`config.mk`:
```
export PLATFORM = sky130hd
export DESIGN_NAME = writeback_arb
export DESIGN_NICKNAME = d
export VERILOG_FILES = /design/src/rtl/wb_pkg.sv /design/src/rtl/wb_fifo2.sv /design/src/rtl/writeback_arb.sv
export SDC_FILE = /design/constraint.sdc
export NUM_CORES = 1
export LEC_CHECK = 0
export BUFFER_PORTS_ARGS = -buffer_cell sky130_fd_sc_hd__buf_2
export CORE_MARGIN = 5
export CORE_UTILIZATION = 35
export DETAILED_ROUTE_END_ITERATION = 8
export GPL_TIMING_DRIVEN = 0
export PLACE_DENSITY = 0.55
export SLEW_MARGIN = 20
export SYNTH_ARGS = -nofsm -noshare
export SYNTH_HDL_FRONTEND = slang
export SYNTH_SLANG_ARGS = --single-unit
```
`constraint.sdc`:
```
create_clock -name clk -period 1.64 [get_ports clk]
set_input_delay 0.246 -clock clk [delete_from_list [all_inputs] [get_ports clk]]
set_output_delay 0.246 -clock clk [all_outputs]
set_load 0.02 [all_outputs]
```
`src/rtl/wb_pkg.sv`:
```
// rtl/wb_pkg.sv - shared widths, request type and arbiter state encoding for the writeback arbiter
//
// Contents:
//   WB_RWIDTH  - default register-address width (64 registers)
//   WB_DWIDTH  - default write-data width
//   wb_req_t   - one writeback request (addr, data) at default widths
//   wb_state_t - arbiter priority state {ALU_PRI, LSU_PRI}
package wb_pkg;

    localparam int WB_RWIDTH = 6;
    localparam int WB_DWIDTH = 32;

    typedef struct packed {
        logic [WB_RWIDTH-1:0] addr;
        logic [WB_DWIDTH-1:0] data;
    } wb_req_t;

    typedef enum logic {
        ALU_PRI = 1'b0,
        LSU_PRI = 1'b1
    } wb_state_t;

endpackage

```
`src/rtl/wb_fifo2.sv`:
```
// rtl/wb_fifo2.sv - two-entry in-order FIFO buffering load writeback requests
//
// Ports:
//   clk, rst_n  - clock, asynchronous active-low reset (empties the FIFO)
//   push        - enqueue push_data (ignored when full)
//   push_data   - entry to enqueue
//   pop         - dequeue the head (ignored when empty)
//   head_data   - current head entry (valid when count != 0)
//   count       - registered occupancy, 0..2
module wb_fifo2 #(
    parameter int W = 38
) (
    input  logic         clk,
    input  logic         rst_n,
    input  logic         push,
    input  logic [W-1:0] push_data,
    input  logic         pop,
    output logic [W-1:0] head_data,
    output logic [1:0]   count
);

    logic [W-1:0] slot0_q, slot0_d;
    logic [W-1:0] slot1_q, slot1_d;
    logic         rd_ptr_q, rd_ptr_d;
    logic         wr_ptr_q, wr_ptr_d;
    logic [1:0]   count_q, count_d;
    logic         do_push;
    logic         do_pop;

    always_comb begin
        do_pop   = pop && (count_q != 2'd0);
        do_push  = push && (count_q != 2'd2);
        slot0_d  = slot0_q;
        slot1_d  = slot1_q;
        rd_ptr_d = rd_ptr_q;
        wr_ptr_d = wr_ptr_q;
        count_d  = count_q;

        if (do_push) begin
            if (wr_ptr_q) begin
                slot1_d = push_data;
            end else begin
                slot0_d = push_data;
            end
            wr_ptr_d = ~wr_ptr_q;
        end

        if (do_pop) begin
            rd_ptr_d = ~rd_ptr_q;
        end

        // Push and pop together leave occupancy unchanged; the pointers
        // still advance independently so ordering is preserved.
        case ({do_push, do_pop})
            2'b10:   count_d = count_q + 2'd1;
            2'b01:   count_d = count_q - 2'd1;
            default: count_d = count_q;
        endcase
    end

    always_ff @(posedge clk or negedge rst_n) begin
        if (!rst_n) begin
            slot0_q  <= '0;
            slot1_q  <= '0;
            rd_ptr_q <= 1'b0;
            wr_ptr_q <= 1'b0;
            count_q  <= 2'd0;
        end else begin
            slot0_q  <= slot0_d;
            slot1_q  <= slot1_d;
            rd_ptr_q <= rd_ptr_d;
            wr_ptr_q <= wr_ptr_d;
            count_q  <= count_d;
        end
    end

    assign head_data = rd_ptr_q ? slot1_q : slot0_q;
    assign count     = count_q;

endmodule

```
`src/rtl/writeback_arb.sv`:
```
// rtl/writeback_arb.sv - register-file writeback arbiter between an unbuffered ALU port and a buffered load port
//
// Ports:
//   clk, rst_n                     - clock, asynchronous active-low reset
//   alu_valid/alu_ready/alu_addr/alu_data - ALU result handshake (unbuffered)
//   lsu_valid/lsu_ready/lsu_addr/lsu_data - load result handshake (into 2-entry FIFO)
//   wa, wd, we                     - registered register-file write port
//   lsu_pend                       - load FIFO occupancy, 0..2
//
// Build option WB_ZERO_REG_EN: writes addressed to register 0 complete their
// handshake but never raise we.
module writeback_arb
    import wb_pkg::*;
#(
    parameter int RWIDTH     = WB_RWIDTH,
    parameter int DWIDTH     = WB_DWIDTH,
    parameter int STARVE_MAX = 4
) (
    input  logic              clk,
    input  logic              rst_n,
    input  logic              alu_valid,
    output logic              alu_ready,
    input  logic [RWIDTH-1:0] alu_addr,
    input  logic [DWIDTH-1:0] alu_data,
    input  logic              lsu_valid,
    output logic              lsu_ready,
    input  logic [RWIDTH-1:0] lsu_addr,
    input  logic [DWIDTH-1:0] lsu_data,
    output logic [RWIDTH-1:0] wa,
    output logic [DWIDTH-1:0] wd,
    output logic              we,
    output logic [1:0]        lsu_pend
);

    localparam int FW = RWIDTH + DWIDTH;

    wb_state_t         state_q, state_d;
    logic [3:0]        stall_q, stall_d;
    logic [RWIDTH-1:0] wa_q, wa_d;
    logic [DWIDTH-1:0] wd_q, wd_d;
    logic              we_q, we_d;

    logic [FW-1:0]     head_data;
    logic [1:0]        fifo_cnt;
    logic              fifo_empty;
    logic              lsu_push;
    logic              fifo_pop;
    logic              alu_hs;
    logic              sel_valid;
    logic [RWIDTH-1:0] sel_addr;
    logic [DWIDTH-1:0] sel_data;

    // Readiness depends only on registered state so neither ready path
    // combinationally loops through the same-cycle selection.
    assign alu_ready  = (state_q == ALU_PRI);
    assign lsu_ready  = (fifo_cnt != 2'd2);
    assign alu_hs     = alu_valid && alu_ready;
    assign lsu_push   = lsu_valid && lsu_ready;
    assign fifo_empty = (fifo_cnt == 2'd0);

    wb_fifo2 #(
        .W(FW)
    ) u_fifo (
        .clk       (clk),
        .rst_n     (rst_n),
        .push      (lsu_push),
        .push_data ({lsu_addr, lsu_data}),
        .pop       (fifo_pop),
        .head_data (head_data),
        .count     (fifo_cnt)
    );

    always_comb begin
        state_d   = state_q;
        stall_d   = stall_q;
        fifo_pop  = 1'b0;
        sel_valid = 1'b0;
        sel_addr  = alu_addr;
        sel_data  = alu_data;

        case (state_q)
            ALU_PRI: begin
                if (alu_hs) begin
                    sel_valid = 1'b1;
                end else if (!fifo_empty) begin
                    fifo_pop  = 1'b1;
                    sel_valid = 1'b1;
                    sel_addr  = head_data[FW-1:DWIDTH];
                    sel_data  = head_data[DWIDTH-1:0];
                end
            end
            LSU_PRI: begin
                state_d = ALU_PRI;
                if (!fifo_empty) begin
                    fifo_pop  = 1'b1;
                    sel_valid = 1'b1;
                    sel_addr  = head_data[FW-1:DWIDTH];
                    sel_data  = head_data[DWIDTH-1:0];
                end
            end
            default: state_d = ALU_PRI;
        endcase

        if (fifo_pop) begin
            stall_d = 4'd0;
        end else if (!fifo_empty) begin
            stall_d = stall_q + 4'd1;
        end

        // A starved load forces one ALU-blocked cycle; skip the switch if the
        // head is draining anyway this cycle.
        if (stall_q == 4'(STARVE_MAX)) begin
            stall_d = 4'd0;
            if (!fifo_pop) begin
                state_d = LSU_PRI;
            end
        end

        we_d = sel_valid;
`ifdef WB_ZERO_REG_EN
        if (sel_addr == '0) begin
            we_d = 1'b0;
        end
`endif
        wa_d = we_d ? sel_addr : wa_q;
        wd_d = we_d ? sel_data : wd_q;
    end

    always_ff @(posedge clk or negedge rst_n) begin
        if (!rst_n) begin
            state_q <= ALU_PRI;
            stall_q <= 4'd0;
            wa_q    <= '0;
            wd_q    <= '0;
            we_q    <= 1'b0;
        end else begin
            state_q <= state_d;
            stall_q <= stall_d;
            wa_q    <= wa_d;
            wd_q    <= wd_d;
            we_q    <= we_d;
        end
    end

    assign wa       = wa_q;
    assign wd       = wd_q;
    assign we       = we_q;
    assign lsu_pend = fifo_cnt;

endmodule
```
======== Word-level counts from Yosys, hierarchy flattened ========
Index checks and enable logic that the tools add are counted.
word-level totals
  flip-flop bits (word level) ............. 124
  input port bits ......................... 80
  output and inout port bits .............. 43
  logic and storage cells ................. 48
cells by class
  $add $sub $neg .......................... 3
  eq/ne operators ......................... 5
  mux-type cells .......................... 18
  bitwise logic cells ..................... 3
  reductions and logical operators ........ 9
operators by type and width
  kind                                                                   count
  32-bit 2-to-1 mux                                                      2
  32-bit case mux with 2 select lines                                    1
  38-bit 2-to-1 mux                                                      1
  4-bit 2-to-1 mux                                                       3
  6-bit 2-to-1 mux                                                       2
  6-bit case mux with 2 select lines                                     1
  1-bit 2-to-1 mux                                                       5
  4-bit by 1-bit adder with 4-bit output, second input constant          1
  4-bit by 3-bit equality test with 1-bit output, second input constant  1
  1-bit logical AND                                                      4
  1-bit case mux with 2 select lines                                     2
  2-bit case mux with 2 select lines                                     1
  2-bit AND reduction                                                    2
  2-bit nonzero test                                                     2
  3-bit by 1-bit != test with 1-bit output, second input constant        1
  1-bit inverter                                                         3
  2-bit by 1-bit adder with 2-bit output, second input constant          1
  2-bit by 1-bit equality test with 1-bit output, second input constant  1
  2-bit equality test, second input constant                             1
  2-bit zero test                                                        1
  2-bit != test, second input constant                                   1
  2-bit by 1-bit subtractor with 2-bit output, second input constant     1

======== Depth between registers and ports, before layout ========
Gate-level depths: netlist of the first run.
  depth in word-level cells ............... 7
  gate-level depth with buffers ........... 7
  depth with buffers taken out ............ 6

======== Hierarchy ========
A second synthesis of the first run with hierarchy kept.
second synthesis, totals
  cell total of the unflattened synthesis .. 419
  area total of the unflattened synthesis .. 5805.6 sq um
by module, submodules not included
  module         times used  cells each  area each (sq um)  seq. area each (sq um)
  wb_fifo2       1           218         3681.0             2001.9
  writeback_arb  1           201         2124.5             1101.1

======== Least setup slack after synthesis of the first run ========
No wires, ideal clock.
  path kind ............................... flip-flop to flip-flop
  start ................................... register u_fifo.count_q[0] (netlist: u_fifo.count[0])
  end ..................................... register u_fifo.slot0_q[10]
  library setup time ...................... 125 ps
  arrival time ............................ 1545 ps
  data required time ...................... 1515 ps
  slack ................................... -30 ps
  stages on the path, launching flop included .. 6
  path buffers ............................ 2
  clock period less this slack ............ 1670 ps
  path through ............................ dfrtp_1 > nand2b_4 > and3b_4 > buf_12 > buf_12 > mux2_4
between the ends
  word-level cells in the longest chain between the ends .. 4
RTL lines
  what                               RTL line             source
  from (decl)                        wb_fifo2.sv:26       logic [1:0] count_q, count_d;
  from (signal assigned)             wb_fifo2.sv:73       count_q <= count_d;
  2-bit != test (*)                  writeback_arb.sv:56  assign lsu_ready = (fifo_cnt != 2'd2);
  net lsu_ready                      writeback_arb.sv:26  output logic lsu_ready,
  1-bit logical AND                  writeback_arb.sv:58  assign lsu_push = lsu_valid && lsu_ready;
  1-bit logical AND (*)              wb_fifo2.sv:32       do_push = push && (count_q != 2'd2);
  2-bit AND reduction (no line) (*)  -
  to (signal assigned)               wb_fifo2.sv:69       slot0_q <= slot0_d;
  to (decl)                          wb_fifo2.sv:22       logic [W-1:0] slot0_q, slot0_d;
Mark *: on every way through the listed nets, which the timed path passes. The rest lies on a longest branch.
A chain may end at the register's enable or synchronous reset.

======== Worst setup path in the final report of the first run ========
  start ................................... register u_fifo.count_q[0] (netlist: u_fifo.count[0])
  end ..................................... register u_fifo.slot0_q[13]
between the ends
  word-level cells in the longest chain between the ends .. 4
RTL lines
  what                               RTL line
  2-bit != test (*)                  wb_fifo2.sv:32, writeback_arb.sv:56
  1-bit logical AND                  writeback_arb.sv:58
  1-bit logical AND (*)              wb_fifo2.sv:32
  2-bit AND reduction (no line) (*)  -
Every way passes the cells marked *; elsewhere a longest branch is shown, timed or not.

==> reports/metrics.yaml, run 1 <==
run_status:
  status: "complete, no violations"
power:
  power.density_nw_per_um2: 2120
  ir_drop_mv: 0.957
  pwr-share-comb_pct: 39.9
  swShare_pct: 35.2
  intPower_mw: 9.90
  power_frac_clock_pct: 24.8
  seqPwrFrac_pct: 35.3
  switching_power_mw: 5.37
  leakage_nw: 3.30
sta:
  setup_viol: 0
  max_freq_ghz: 0.638
  rsz0062_at_grt: "yes"
  whs_ns: 0.0320
  slew_violations: 0
  tns_ns: 0
  finalHoldViolations: 0
  slew_headroom_pct: 59.8
  period_share_pct: 95.6
  worstMarginPinSlew_ns: 0.604
  min_period_ns: 1.57
  fin_skew_ns: 0.00451
synth:
  synth_most_common_cell: "dfrtp_1"
  syn_avg_cell_area_um2: 12.2
  synth_cell_types: 31
  post-synth-top-area-fraction_pct: 55.1
  synthFlopType: "dfrtp_1"
  netlist.top_cell.by_area: "dfrtp_1"
  synth_area_leaders: "dfrtp_1 55%, mux2_4 11%, mux2_2 7.2%"
  synthArstFlopShare_pct: 100
  synth-edff-count: 0
  mappedNetlistArea_um2: 5630
  synthTopCellsByCount: "124 x dfrtp_1, 77 x o21ai_0, 42 x nand2_1"
  synth_fp_nets: 546
  ys_warn_count: 0
  synth_cells: 463
  ys_ff_latch: 124
  yosysSeqAreaShare_pct: 55.1
cells_and_area:
  fin_area_um2: 7200
  drive_gt1_share_pct: 43.3
  stdcell_count: 837
  nets: 691
  syn2layout_area_growth_pct: 28.0
  final_util_pct: 45.5
  diodes: 0
critical_path:
  arrival_ns: 1.86
  crit_slowest_cell: "dfrtp_2"
  startpoint_type: "flip-flop"
  critPathBufInv: 2
  crit_required_ns: 1.93
  cp-end-kind: "flip-flop"
  path_class: "reg -> reg"
  critPathTopFamily: "flip-flops"
  cp_common_cell: "buf_12"
  cp_max_fo: 10
  path_cells: "nand2b_4 -> and3b_4 -> buf_12 -> buf_12 -> mux2_4"
  crit_path_max_incr_delay_ns: 0.43
cts:
  root_buffer: "clkbuf_16"
  htreeDepth: 4
  clkSinkCount: 124
  clockBufferDepth: 2
  worstSkewPairLatency_ns: 0.41
  clk_pin_slew_worst_paths_ns: 0.06
  cts_tree: "built"
  cts_made_buffers: 17
drt:
  wl_met2_mm: 6.64
  drt_pass1_iterations: 4
  vias_per_cell: 4.83
  met1_length_mm: 6.63
  wire_per_inst_um: 17.4
  drt-total-wl_mm: 14.6
  vias: 4046
  drtAntennaViolNets: 0
  drc: 0
  top_layer: "met5"
  met3_length_mm: 1.00
  first_iter_violations: 138
flow_run:
  drv_cap: 0
placement:
  io_buffers: 122
  placedCellCount: 802
  dp_hpwl_mm: 10.1
  gp_congestion: 0.740
  dpl_cell_area_um2: 6540
global_route:
  grt_pass1_wl_mm: 23.1
  grt_pass1_vias: 4331
  grt_use_total_pct: 16.1
  antenna_found_initial: 2
  gr-total-overflow: 0
  grt_max_degree: 71
floorplan:
  die_w_um: 137
  dieArea_um2: 18700
  initial_utilization_pct: 35.6
  io_pins: 123
  num_rows: 46
  core_um2: 15800
  die_h_um: 137
worst_hold_path:
  hp-class: "in -> reg"
==> tightest hold or removal path, stage by stage <==
cell	delay [ns]
buf_2	0.07
nand2_1	0.03
o21ai_0	0.05
==> area by class of cell <==
type                       count  area [µm²]
buffer                        33         224
clock buffer                  17         425
clock inverter                15         174
fill                        1517        8630
inverter                       4        15.0
multi-input combinational    302        2320
sequential                   124        3110
tap                          216         270
timing repair buffer         126         669
==> placed cells by master, fill, tap and decap left out, types with 12 or more instances in the layout <==
master / n
nor2b_1: 40
clkbuf_2: 12
dfrtp_1: 122
clkbuf_16: 17
nand2_1: 42
mux2_4: 40
a211oi_1: 37
mux2_2: 36
buf_2: 129
o21ai_0: 77
==> final timing paths <==
check | slack [ns] | startpoint | endpoint | depth (start not counted)
max in group asynchronous | 0.55 | rst_n | u_fifo.count[1] | 3
worst min register to register | 0.50 | u_fifo.slot0_q[1] | u_fifo.slot0_q[1] | 1
worst max-delay path | 0.07 | u_fifo.count[0] | u_fifo.slot0_q[13] | 5
min in group asynchronous | 0.36 | rst_n | wd[11] | 2
worst min-delay path | 0.03 | alu_data[7] | wd[7] | 3
worst max register to register | 0.07 | u_fifo.count[0] | u_fifo.slot0_q[13] | 5
==> through the flow <==
step,power (mW),setup slack (ns)
floorplan,9.57,0.0608
global placement,11.3,-1.50
detailed placement,11.5,-0.226
CTS,15.4,0.00972
global route,16.3,-0.0183
finish,15.3,0.0730
==> sequential cells by signal (all words and copies together), names as in the netlist <==
register / cells
stall_q: 4
state_q: 1
u_fifo.count: 2
u_fifo.rd_ptr_q: 1
u_fifo.slot0_q: 38
u_fifo.slot1_q: 38
u_fifo.wr_ptr_q: 1
wa: 6
wd: 32
we: 1
==> cells by family after synthesis <==
logic type	after synthesis	synth area share [%]
compound gates	120	12.4
xor+xnor	5	0.778
fa+ha+maj	3	0.667
buf+inv	37	3.89
flops	124	55.1
mux	76	17.9
simple gates	98	9.23
==> what timing repair did <==
action,4_1_cts,5_1_grt
buffers inserted,2,0
pin swaps,1,0
hold buffers,1,0
gates resized for setup,5,29
setup endpoints to repair,40,42
endpoints found under the hold margin,54,0
==> per-layer routing <==
metal / vias up / global-route usage [%]
li1: 1924 / -
met1: 1985 / 21.0
met2: 107 / 25.1
met3: 26 / 5.63
met4: 4 / 5.60
met5: - / 0
==> power groups by stage <==
stage                     clock (mW)  combinational (mW)  sequential [mW]
after detailed placement           0                6.08             5.39
after CTS                       3.86                6.16             5.38
after global placement             0                5.96             5.31
after global routing            3.99                6.68             5.58
final                           3.79                6.10             5.39
after floorplan                    0                3.76             5.81
(Power assumes the default switching activity.)
==> run 2: changes to the inputs <==
--- a/config.mk
+++ b/config.mk
@@ -7,10 +7,10 @@
 export LEC_CHECK = 0
 export BUFFER_PORTS_ARGS = -buffer_cell sky130_fd_sc_hd__buf_2
 export CORE_MARGIN = 5
-export CORE_UTILIZATION = 35
+export CORE_UTILIZATION = 40
 export DETAILED_ROUTE_END_ITERATION = 8
 export GPL_TIMING_DRIVEN = 0
-export PLACE_DENSITY = 0.55
+export PLACE_DENSITY = 0.62
 export SLEW_MARGIN = 20
 export SYNTH_ARGS = -nofsm -noshare
 export SYNTH_HDL_FRONTEND = slang
==> reports/metrics.yaml, run 2 (synthesis gave the netlist of run 1 again) <==
run_status:
  status: "complete, no violations"
critical_path:
  cp-end-kind: "flip-flop"
  path_cells: "nand2b_4 -> and3b_4 -> buf_12 -> buf_12 -> mux2_4"
  startpoint_type: "flip-flop"
  crit_slowest_cell: "dfrtp_2"
  cp_max_fo: 10
  critPathTopFamily: "flip-flops"
  crit_required_ns: 1.93
  path_class: "reg -> reg"
  crit_path_max_incr_delay_ns: 0.44
  arrival_ns: 1.88
  cp_common_cell: "buf_12"
  critPathBufInv: 2
drt:
  wire_per_inst_um: 17.6
  vias_per_cell: 5.11
  vias: 4096
  drtAntennaViolNets: 0
  drt-total-wl_mm: 14.1
  drt_pass1_iterations: 4
  drc: 0
  first_iter_violations: 207
power:
  swShare_pct: 34.7
  intPower_mw: 9.85
  power_frac_clock_pct: 23.7
  power.density_nw_per_um2: 2110
  switching_power_mw: 5.23
  ir_drop_mv: 0.993
  pwr-share-comb_pct: 40.6
  leakage_nw: 3.31
  seqPwrFrac_pct: 35.7
  design_power_total_mw: 15.1
sta:
  whs_ns: 0.0308
  period_share_pct: 96.7
  slew_violations: 0
  fin_skew_ns: 0.00839
  min_period_ns: 1.59
  worst_slack_ns: 0.0534
  finalHoldViolations: 0
  rsz0062_at_grt: "no"
  setup_viol: 0
  slew_headroom_pct: 60.9
  max_freq_ghz: 0.630
  worstMarginPinSlew_ns: 0.586
  tns_ns: 0
placement:
  gp_congestion: 0.738
  dp_hpwl_mm: 9.58
  placedCellCount: 766
  dpl_cell_area_um2: 6500
  pre_cts_ws_ns: -0.192
  io_buffers: 122
global_route:
  grt_pass1_wl_mm: 22.8
  grt_use_total_pct: 18.0
  antenna_found_initial: 1
  gr-total-overflow: 0
  grt_max_degree: 69
  grt_pass1_vias: 4347
floorplan:
  dieArea_um2: 16500
  initial_utilization_pct: 40.7
  num_rows: 43
  core_um2: 13800
  die_h_um: 129
  die_w_um: 129
  io_pins: 123
cts:
  cts_tree: "built"
  root_buffer: "clkbuf_16"
  clk_pin_slew_worst_paths_ns: 0.05
  clockBufferDepth: 2
  worstSkewPairLatency_ns: 0.41
  htreeDepth: 4
  cts_made_buffers: 17
  clkSinkCount: 124
flow_run:
  drv_cap: 0
cells_and_area:
  multi_input_area_um2: 2320
  final_util_pct: 51.6
  syn2layout_area_growth_pct: 26.7
  diodes: 0
  nets: 693
  stdcell_count: 802
  nFillCells: 1252
  final_common_cell: "buf_2"
  fin_area_um2: 7130
  layout_common_cells: "128 x buf_2, 122 x dfrtp_1, 76 x o21ai_0"
  drive_gt1_share_pct: 42.8
  seq_area_um2: 3110
worst_hold_path:
  hp-class: "in -> reg"
-- run 2: worst min-delay path, delay by kind of cell --
family / cells / cell delay (ns)
AND/OR/NAND/NOR: 1 / 0.03
buffers and inverters: 1 / 0.07
AO/OA/AOI/OAI: 1 / 0.06
-- run 2: area by class of cell --
type | instances | share of cell area (%)
flip-flops and latches | 124 | 43.5
multi-input cells | 302 | 32.5
repair buffers | 128 | 9.60
clock buffers | 22 | 6.51
well taps | 180 | 3.16
plain buffers | 33 | 3.14
clock inverters | 9 | 1.33
inverters | 4 | 0.211
-- run 2: final timing paths --
path	from	to	slack (ns)	depth (start not counted)
max	u_fifo.count[0]	u_fifo.slot0_q[25]	0.05	5
min	alu_addr[3]	wa[3]	0.03	3
max reg2reg	u_fifo.count[0]	u_fifo.slot0_q[25]	0.05	5
min reg2reg	u_fifo.slot0_q[30]	u_fifo.slot0_q[30]	0.50	1
max in group asynchronous	rst_n	u_fifo.count[1]	0.54	3
min in group asynchronous	rst_n	wd[12]	0.37	2
-- run 2: repair_timing --
item,CTS,global route
setup endpoints to repair,40,33
buffers inserted,1,3
gates resized for setup,6,27
hold buffers,1,0
pin swaps,1,1
endpoints found under the hold margin,56,0
-- run 2: power by group through the flow --
stage	Combinational (mW)	Sequential [mW]	Clock (mW)
finish	6.12	5.38	3.58
global route	6.67	5.59	3.79
CTS	6.10	5.38	3.66
detailed placement	6.02	5.39	0
global placement	5.92	5.31	0
floorplan	3.76	5.81	0
-- run 2: per-layer routing --
metal	wire (µm)	part of all wire, %	vias to the layer above	global-route usage [%]
met5	13	0.092	-	0
met4	168	1.2	2	5.68
met3	952	6.8	18	5.27
met2	6640	47	129	28.4
met1	6310	45	2021	24.0
li1	-	-	1926	-
